==> config.mk <==
export PLATFORM = sky130hd
export DESIGN_NAME = seradd_sequencer
export DESIGN_NICKNAME = d
export VERILOG_FILES = /design/src/rtl/seradd_pkg.sv /design/src/rtl/seradd_opshift.sv /design/src/rtl/seradd_sequencer.sv
export SDC_FILE = /design/constraint.sdc
export NUM_CORES = 1
export LEC_CHECK = 0
export CORE_MARGIN = 3
export CORE_UTILIZATION = 51
export DETAILED_ROUTE_END_ITERATION = 7
export PLACE_DENSITY = 0.79
export SETUP_SLACK_MARGIN = 0.3
export SYNTH_ARGS = -nofsm -noshare
export SYNTH_HDL_FRONTEND = slang
export SYNTH_SLANG_ARGS = --single-unit
==> constraint.sdc <==
create_clock -name Clock -period 2.3 [get_ports Clock]
set_input_delay 0.46 -clock Clock [delete_from_list [all_inputs] [get_ports Clock]]
set_output_delay 0.46 -clock Clock [all_outputs]
set_load 0.02 [all_outputs]
==> src/rtl/seradd_pkg.sv <==
// Shared types and constants for the bit-serial adder sequencer.
// Optional build macro: SERADD_CLK_GATE_EN (see seradd_sequencer).
package seradd_pkg;

  localparam int DEF_WIDTH = 8;
  localparam int DEF_LAT   = 2;

  typedef enum logic [2:0] {
    ST_IDLE,
    ST_WAKE,
    ST_ISSUE,
    ST_WAIT,
    ST_SAMPLE,
    ST_DONE
  } state_t;

  // Cycle (Ack = 0) on which Done is high; the gated build spends one extra cycle in WAKE.
  function automatic int done_cycle(input int width, input int lat, input bit gated);
    return (gated ? 2 : 1) + width * (lat + 1);
  endfunction

endpackage

==> src/rtl/seradd_opshift.sv <==
// Operand pair shift register (LSB first) and result assembly register.
// Shift and bit-write share one strobe so the LSBs always match the bit index.
module seradd_opshift
  import seradd_pkg::*;
#(
  parameter int WIDTH = DEF_WIDTH,
  parameter int IW    = (WIDTH > 1) ? $clog2(WIDTH) : 1
) (
  input  logic             Clock,
  input  logic             Reset_n,
  input  logic             load,
  input  logic             shift,
  input  logic [WIDTH-1:0] op_a,
  input  logic [WIDTH-1:0] op_b,
  output logic             a_lsb,
  output logic             b_lsb,
  input  logic             wr_en,
  input  logic [IW-1:0]    wr_idx,
  input  logic             wr_bit,
  output logic [WIDTH-1:0] acc
);

  logic [WIDTH-1:0] sh_a;
  logic [WIDTH-1:0] sh_b;

  always_ff @(posedge Clock) begin
    if (!Reset_n) begin
      sh_a <= '0;
      sh_b <= '0;
      acc  <= '0;
    end else if (load) begin
      sh_a <= op_a;
      sh_b <= op_b;
      acc  <= '0;
    end else begin
      if (shift) begin
        sh_a <= sh_a >> 1;
        sh_b <= sh_b >> 1;
      end
      if (wr_en) acc[wr_idx] <= wr_bit;
    end
  end

  assign a_lsb = sh_a[0];
  assign b_lsb = sh_b[0];

endmodule

==> src/rtl/seradd_sequencer.sv <==
// Bit-serial WIDTH-bit adder controller driving a registered full-adder datapath.
// Define SERADD_CLK_GATE_EN to gate the datapath clock (adds the WAKE cycle).
module seradd_sequencer
  import seradd_pkg::*;
#(
  parameter int WIDTH = DEF_WIDTH,
  parameter int LAT   = DEF_LAT
) (
  input  logic             Clock,
  input  logic             Reset_n,
  input  logic             Req,
  input  logic [WIDTH-1:0] Op_a,
  input  logic [WIDTH-1:0] Op_b,
  input  logic             Cin,
  output logic             Ack,
  output logic             Busy,
  output logic             Done,
  output logic [WIDTH-1:0] Result,
  output logic             Cout,
  input  logic             Test_mode,
  output logic             Fa_a,
  output logic             Fa_b,
  output logic             Fa_c,
  input  logic             Fa_sum,
  input  logic             Fa_carry,
  output logic             Cg_en,
  output logic             Scan_en
);

  localparam int IW = (WIDTH > 1) ? $clog2(WIDTH) : 1;
  localparam int CW = (LAT > 1) ? $clog2(LAT) : 1;

  state_t           state, state_next;
  logic [IW-1:0]    idx;
  logic [CW-1:0]    cnt;
  logic             carry;
  logic             accept, issue, sample, finish, last;
  logic             a_lsb, b_lsb;
  logic [WIDTH-1:0] acc;

  seradd_opshift #(.WIDTH(WIDTH), .IW(IW)) u_opshift (
    .Clock   (Clock),
    .Reset_n (Reset_n),
    .load    (accept),
    .shift   (sample),
    .op_a    (Op_a),
    .op_b    (Op_b),
    .a_lsb   (a_lsb),
    .b_lsb   (b_lsb),
    .wr_en   (sample),
    .wr_idx  (idx),
    .wr_bit  (Fa_sum),
    .acc     (acc)
  );

  // NOTE: every signal gets a default before the case so no path leaves it unassigned (no latch).
  always_comb begin
    state_next = state;
    accept     = 1'b0;
    last       = (idx == IW'(WIDTH - 1));
    issue      = !Test_mode && (state == ST_ISSUE);
    sample     = !Test_mode && (state == ST_SAMPLE);
    finish     = !Test_mode && (state == ST_DONE);
    if (Test_mode) begin
      state_next = ST_IDLE;
    end else begin
      case (state)
        ST_IDLE: if (Req) begin
          accept = 1'b1;
`ifdef SERADD_CLK_GATE_EN
          state_next = ST_WAKE;
`else
          state_next = ST_ISSUE;
`endif
        end
        ST_WAKE:   state_next = ST_ISSUE;
        ST_ISSUE:  state_next = (LAT > 1) ? ST_WAIT : ST_SAMPLE;
        ST_WAIT:   if (cnt == CW'(LAT - 1)) state_next = ST_SAMPLE;
        ST_SAMPLE: state_next = last ? ST_DONE : ST_ISSUE;
        ST_DONE:   state_next = ST_IDLE;
        default:   state_next = ST_IDLE;
      endcase
    end
  end

  // NOTE: sequential state uses non-blocking assignments so all registers update together.
  always_ff @(posedge Clock) begin
    if (!Reset_n) begin
      state   <= ST_IDLE;
      idx     <= '0;
      cnt     <= '0;
      carry   <= 1'b0;
      Ack     <= 1'b0;
      Busy    <= 1'b0;
      Done    <= 1'b0;
      Result  <= '0;
      Cout    <= 1'b0;
      Fa_a    <= 1'b0;
      Fa_b    <= 1'b0;
      Fa_c    <= 1'b0;
      Scan_en <= 1'b0;
    end else begin
      state   <= state_next;
      Scan_en <= Test_mode;
      Ack     <= accept;
      Done    <= finish;
      // Busy stays high through the Done cycle itself.
      Busy    <= (state_next != ST_IDLE) || finish;
      if (accept) begin
        carry <= Cin;
        idx   <= '0;
      end
      if (issue) begin
        Fa_a <= a_lsb;
        Fa_b <= b_lsb;
        Fa_c <= carry;
        cnt  <= CW'(1);
      end
      if (state == ST_WAIT) cnt <= cnt + CW'(1);
      if (sample) begin
        carry <= Fa_carry;
        if (!last) idx <= idx + IW'(1);
      end
      if (finish) begin
        Result <= acc;
        Cout   <= carry;
      end
    end
  end

`ifdef SERADD_CLK_GATE_EN
  always_ff @(posedge Clock) begin
    if (!Reset_n) Cg_en <= 1'b0;
    else          Cg_en <= Test_mode || (state_next != ST_IDLE);
  end
`else
  assign Cg_en = 1'b1;
`endif

endmodule

==> Word level (Yosys, flattened, before mapping) <==
Cells that the tools add are included.
{ "totals": {"regBits": 48, "inputBits": 23, "out_inout_bits": 17, "word_cells": 60} }
{ "op_classes": {"bitwise": 1, "magnitude_cmp": 2, "mux": 22, "reduce_logical": 11, "n_addsub": 2, "eq_ne": 6} }
{ "ops": {"columns": ["cell", "n"], "rows": [
  ["$mux W8", 4],
  ["$mux W3", 7],
  ["$pmux W3 S5", 1],
  ["$eq A3 B3 Y1 const B", 3],
  ["$bwmux W8", 1],
  ["$mux W1", 8],
  ["$eq A3 B2 Y1 const B", 2],
  ["$logic_and A1 B1 Y1", 4],
  ["$lt A3 B4 Y1 const B", 1],
  ["$reduce_bool A2 Y1", 2],
  ["$add A3 B1 Y3 const B", 1],
  ["$demux W1 S3", 1],
  ["$eq A3 B1 Y1 const B", 1],
  ["$ge A3 B1 Y1 const B", 1],
  ["$logic_not A3 Y1", 1],
  ["$reduce_bool A3 Y1", 1],
  ["$reduce_or A2 Y1", 1],
  ["$add A1 B1 Y1 const B", 1],
  ["$logic_not A1 Y1", 1],
  ["$logic_or A1 B1 Y1", 1],
  ["$not A1 Y1", 1]
]} }

==> Logic depth before layout (Yosys ltp) <==
{ "depth": {"depth_word": 6, "ltp_mapped": 6, "ltp_nobuf": 6} }

==> Hierarchy <==
Synthesis repeated with hierarchy kept, for this count alone.
{ "unflattened": {"cells_unflattened": 225, "hier_area_um2": 2319.7} }
{ "modules_own_cells": {"columns": ["module", "seq_area_each_um2", "n_inst", "area_per_inst_um2", "cells_each"], "rows": [
  ["seradd_opshift", 480.5, 1, 1226.2, 106],
  ["seradd_sequencer", 480.5, 1, 1093.5, 119]
]} }

==> Least setup slack after synthesis <==
Ideal clock, no wire load.
{ "synth_path": {"path_type": "in2reg", "startpoint": "in Test_mode", "endpoint": "reg u_opshift.acc[4]", "setup_ns": 0.121, "required_time_ns": 2.179, "arrival_ns": 1.626, "path_stages": 5, "path_buffers": 1, "path_slack_ns": 0.552, "cell_sequence": "or4b_1 -> buf_2 -> nor4b_4 -> mux2i_1 -> nor2_1"} }
{ "synth_between": {"elab_chain_len": 2, "word_cells_on_any_way": 4, "cone_classes": "mux (1); reduce/logical (3)"} }
{ "synth_rtl": {"columns": ["element", "line_no", "rtl"], "rows": [
  ["start, declared", "seradd_sequencer.sv:20", "input logic Test_mode,"],
  ["$mux W1 or $logic_not A1 Y1 (tied branches)", "seradd_sequencer.sv:64, seradd_sequencer.sv:62", null],
  ["$reduce_or A2 Y1 (no source line) or $logic_and A1 B1 Y1 (tied branches)", null, null],
  ["end signal, assigned by index", "seradd_opshift.sv:40", "if (wr_en) acc[wr_idx] <= wr_bit;"],
  ["end, declared", "seradd_opshift.sv:20", "output logic [WIDTH-1:0] acc"]
]} }
Parallel ways exist; a longest one is shown, timed or not.
A chain may end at the register's enable or synchronous reset.

==> Worst setup path after layout <==
{ "layout_path": {"startpoint": "in Test_mode", "endpoint": "reg u_opshift.acc[1]"} }
The elaborated chain is that of the path after synthesis.

==> flow_metrics.py <==
metrics = {
    "route": {
        "viasPerCell": 5.369,
        "wl_um": 4126,
        "drcViolationCount": 0,
        "ant_nets": 0,
        "vias": 1804,
        "drtIter0Drc": 139,
        "drt_pre_antenna_iters": 5,
        "wl_per_cell_um": 12.28,
    },
    "sta": {
        "fin_setup_tns_ns": 0,
        "finalCriticalPeriod_ns": 1.903,
        "slew_viol_final": 0,
        "setup_viol": 0,
        "rsz0062_at_grt": "no",
        "tightest_slew_ns": 0.5363,
        "finalHoldViolCount": 0,
        "timing.fmax_ghz": 0.5255,
        "period_share_pct": 82.74,
        "slew_headroom_pct": 64.09,
        "skew_ns": 0.006523,
    },
    "critical_path": {
        "crit_type": "in -> reg",
        "worstSetupStartpointType": "input pin",
        "critPathSlowestCell": "or4b_4",
        "crit_fanout": 7,
        "worstPathRequired_ns": 2.48,
        "cp_slowest_stage_delay_ns": 0.55,
        "critPathArrivalTime_ns": 2.09,
        "path_cells": "clkdlybuf4s50_1 -> or4b_4 -> buf_6 -> nor4b_2 -> mux2i_1 -> nor2_1",
        "critPathCaptureType": "register",
        "r2r_cells": 6,
    },
    "power": {
        "total_power_mw": 1.471,
        "powerDensity_mw_per_mm2": 567.2,
        "leakagePower_nw": 0.9510,
        "ir_drop_mv": 0.4127,
    },
    "clock_tree": {
        "root_buffer": "clkbuf_8",
        "cts_buffer_depth": 2,
        "path_clk_slew_ns": 0.08,
        "cts_hold_buf": 0,
        "cts_tree": "done",
        "numCtsBuffers": 5,
        "clock_latency_ns": 0.30,
        "cts_sinks": 48,
        "h-tree-depth": 2,
    },
    "worst_hold_path": {
        "hold_class": "reg -> reg",
        "worst_hold_path.num_cells": 2,
    },
    "synthesis": {
        "syn_inst": 250,
        "synth.distinct_cells": 38,
        "synth-seq-cells": 48,
        "post_synth_instance_area_mm2": 0.002066,
        "syn_nets": 275,
        "ys_warn_count": 0,
        "seq_area_frac_synth_pct": 46.52,
        "syn_avg_cell_area_um2": 8.263,
    },
    "floorplanning": {
        "die_h_um": 69.65,
        "rows": 22,
        "fp.dieArea_mm2": 0.004850,
        "die_w_um": 69.65,
        "boundaryPins": 40,
        "initial_utilization_pct": 54.78,
        "coreArea_mm2": 0.003771,
    },
    "grt": {
        "grt_pass1_vias": 1603,
        "grt-ovfl-total": 0,
        "grt_pass1_wl_um": 7010,
        "grt_use_total_pct": 17.60,
        "antenna_found_initial": 0,
        "grt_max_degree": 23,
    },
    "finish": {
        "nets": 313,
        "syn_to_final_growth_pct": 25.56,
        "layout-drive-gt1-share_pct": 8.333,
        "fill_cells": 302,
        "num_antenna_cells": 0,
    },
    "place": {
        "gp_congestion": 0.8159,
        "dp_hpwl_um": 2932,
        "numPortBuffers": 38,
    },
    "run": {
        "max-cap-violations": 0,
    },
    "run_status": {
        "status": "complete, no violations",
    },
}
-- state kept, by name, summed over array words and instances (netlist names) --
| signal | cells |
|---|---|
| Ack | 1 |
| Busy | 1 |
| Cout | 1 |
| Done | 1 |
| Fa_a | 1 |
| Fa_b | 1 |
| Fa_c | 1 |
| Result | 8 |
| Scan_en | 1 |
| carry | 1 |
| cnt | 1 |
| idx | 3 |
| state | 3 |
| u_opshift.acc | 8 |
| u_opshift.sh_a | 8 |
| u_opshift.sh_b | 8 |
-- cells in the final DEF, fill, tap and decap left out, drive strengths merged, types with 2 or more instances in the layout --
cell / netlist / layout
nor3b: 2 / 2
buf: 7 / 12
nand2: 54 / 54
a31oi: 9 / 9
mux2i: 13 / 13
a22oi: 8 / 8
nor2b: 3 / 3
clkinv: 1 / 2
nand4b: 2 / 2
nand3: 4 / 4
nor2: 28 / 28
a21oi: 16 / 16
nor3: 4 / 4
clkdlybuf4s50: 0 / 38
nor4: 2 / 2
nor4b: 3 / 3
ha: 2 / 2
o21ai: 19 / 19
and2: 3 / 3
dfxtp: 48 / 48
clkbuf: 12 / 6
-- final cells by class --
| cell class | count | area [um^2] | area share (%) |
|---|---|---|---|
| Sequential cell | 48 | 960.9 | 37.05 |
| Inverter | 2 | 7.507 | 0.2894 |
| Clock buffer | 6 | 72.57 | 2.798 |
| Timing Repair Buffer | 50 | 474.2 | 18.28 |
| Tap cell | 48 | 60.06 | 2.315 |
| Clock inverter | 1 | 5.005 | 0.1930 |
| Multi-Input combinational cell | 181 | 1013 | 39.07 |
-- repair_timing --
item                       in CTS  in global routing
setup buffers                   0                  0
setup endpoints to repair       0                  1
resized for setup               0                  2
hold endpoints to repair        0                  0
-- worst paths after layout --
path / start / endpoint / slack (ns)
min reg2reg: Result[0]$_SDFFE_PN0P_ / Result[0]$_SDFFE_PN0P_ / 0.46
max: Test_mode / u_opshift.acc[1]$_SDFFE_PP0P_ / 0.40
max reg2reg: idx[1]$_SDFF_PN0_ / idx[2]$_SDFF_PN0_ / 0.58
min: Result[0]$_SDFFE_PN0P_ / Result[0]$_SDFFE_PN0P_ / 0.46
-- report_power, final --
part | internal (mW) | switching [mW] | leakage, nW
registers | 0.853 | 0.0139 | 0.390
clock network | 0.207 | 0.260 | 0.0410
logic | 0.0721 | 0.0653 | 0.520
-- per-layer routing --
layer	GRT usage [%]	share of wire [%]	wire length [um]	vias up
met5	0	0	0	-
met4	6.809	1.7	69	0
met3	4.203	3.9	160	7
met2	28.60	47	1927	32
met1	22.55	48	1968	835
li1	-	-	-	930
-- critical path: cells and delay by family --
kind | cells | cell delay, ns
multiplexers | 1 | 0.21
buffers and inverters | 2 | 0.58
AND/OR/NAND/NOR | 3 | 0.84
-- stage by stage --
step	hold slack (ns)	cells	area, um^2	setup slack, ns	util [%]
6_report	0.4556	336	2594	0.3969	68.78
5_1_grt	0.4743	336	2594	0.3152	68.78
4_1_cts	0.4574	336	2586	0.3514	68.58
3_5_place_dp	0.4458	329	2509	0.04250	66.52
3_3_place_gp	0.4454	329	2509	0.09338	66.52
2_1_floorplan	0.4312	250	2066	0.5524	-
-- synth_stat cells, drive strengths merged --
| master | n | area share, % |
|---|---|---|
| nor4 | 2 | 0.91 |
| inv | 1 | 0.18 |
| a22oi | 8 | 2.9 |
| o21ai | 19 | 4.6 |
| nand2 | 54 | 9.8 |
| nor2b | 3 | 0.91 |
| dfxtp | 48 | 47 |
| nand2b | 1 | 0.30 |
| and2 | 3 | 0.91 |
| a41o | 1 | 0.48 |
| nand3 | 4 | 0.97 |
| a31oi | 9 | 2.7 |
| ha | 2 | 1.2 |
| and2b | 1 | 0.36 |
| nor2 | 28 | 5.1 |
| mux2i | 13 | 6.3 |
| nor4b | 3 | 2.6 |
| a22o | 1 | 0.42 |
| clkbuf | 12 | 2.2 |
| nand4b | 2 | 0.85 |
| buf | 7 | 2.1 |
| or4 | 1 | 0.36 |
| conb | 1 | 0.18 |
| nor3 | 4 | 0.97 |
| nand3b | 1 | 0.36 |
| nor3b | 2 | 0.97 |
| or4b | 1 | 0.48 |
| nand4 | 1 | 0.30 |
| clkinv | 1 | 0.18 |
| a21oi | 16 | 3.9 |
-- logic make-up (layout without fill, tap and decap cells) --
family	count (synthesis)	after routing	share of synthesized area [%]
AOI/OAI and AO/OA	54	54	15.02
adders and majority gates	2	2	1.211
buffers and inverters	21	59	4.603
DFF	48	48	46.52
muxes	13	13	6.299
other	1	1	0.1815
and+or+nand+nor	111	111	26.17
Note: power is estimated with default switching activity, not from simulation.
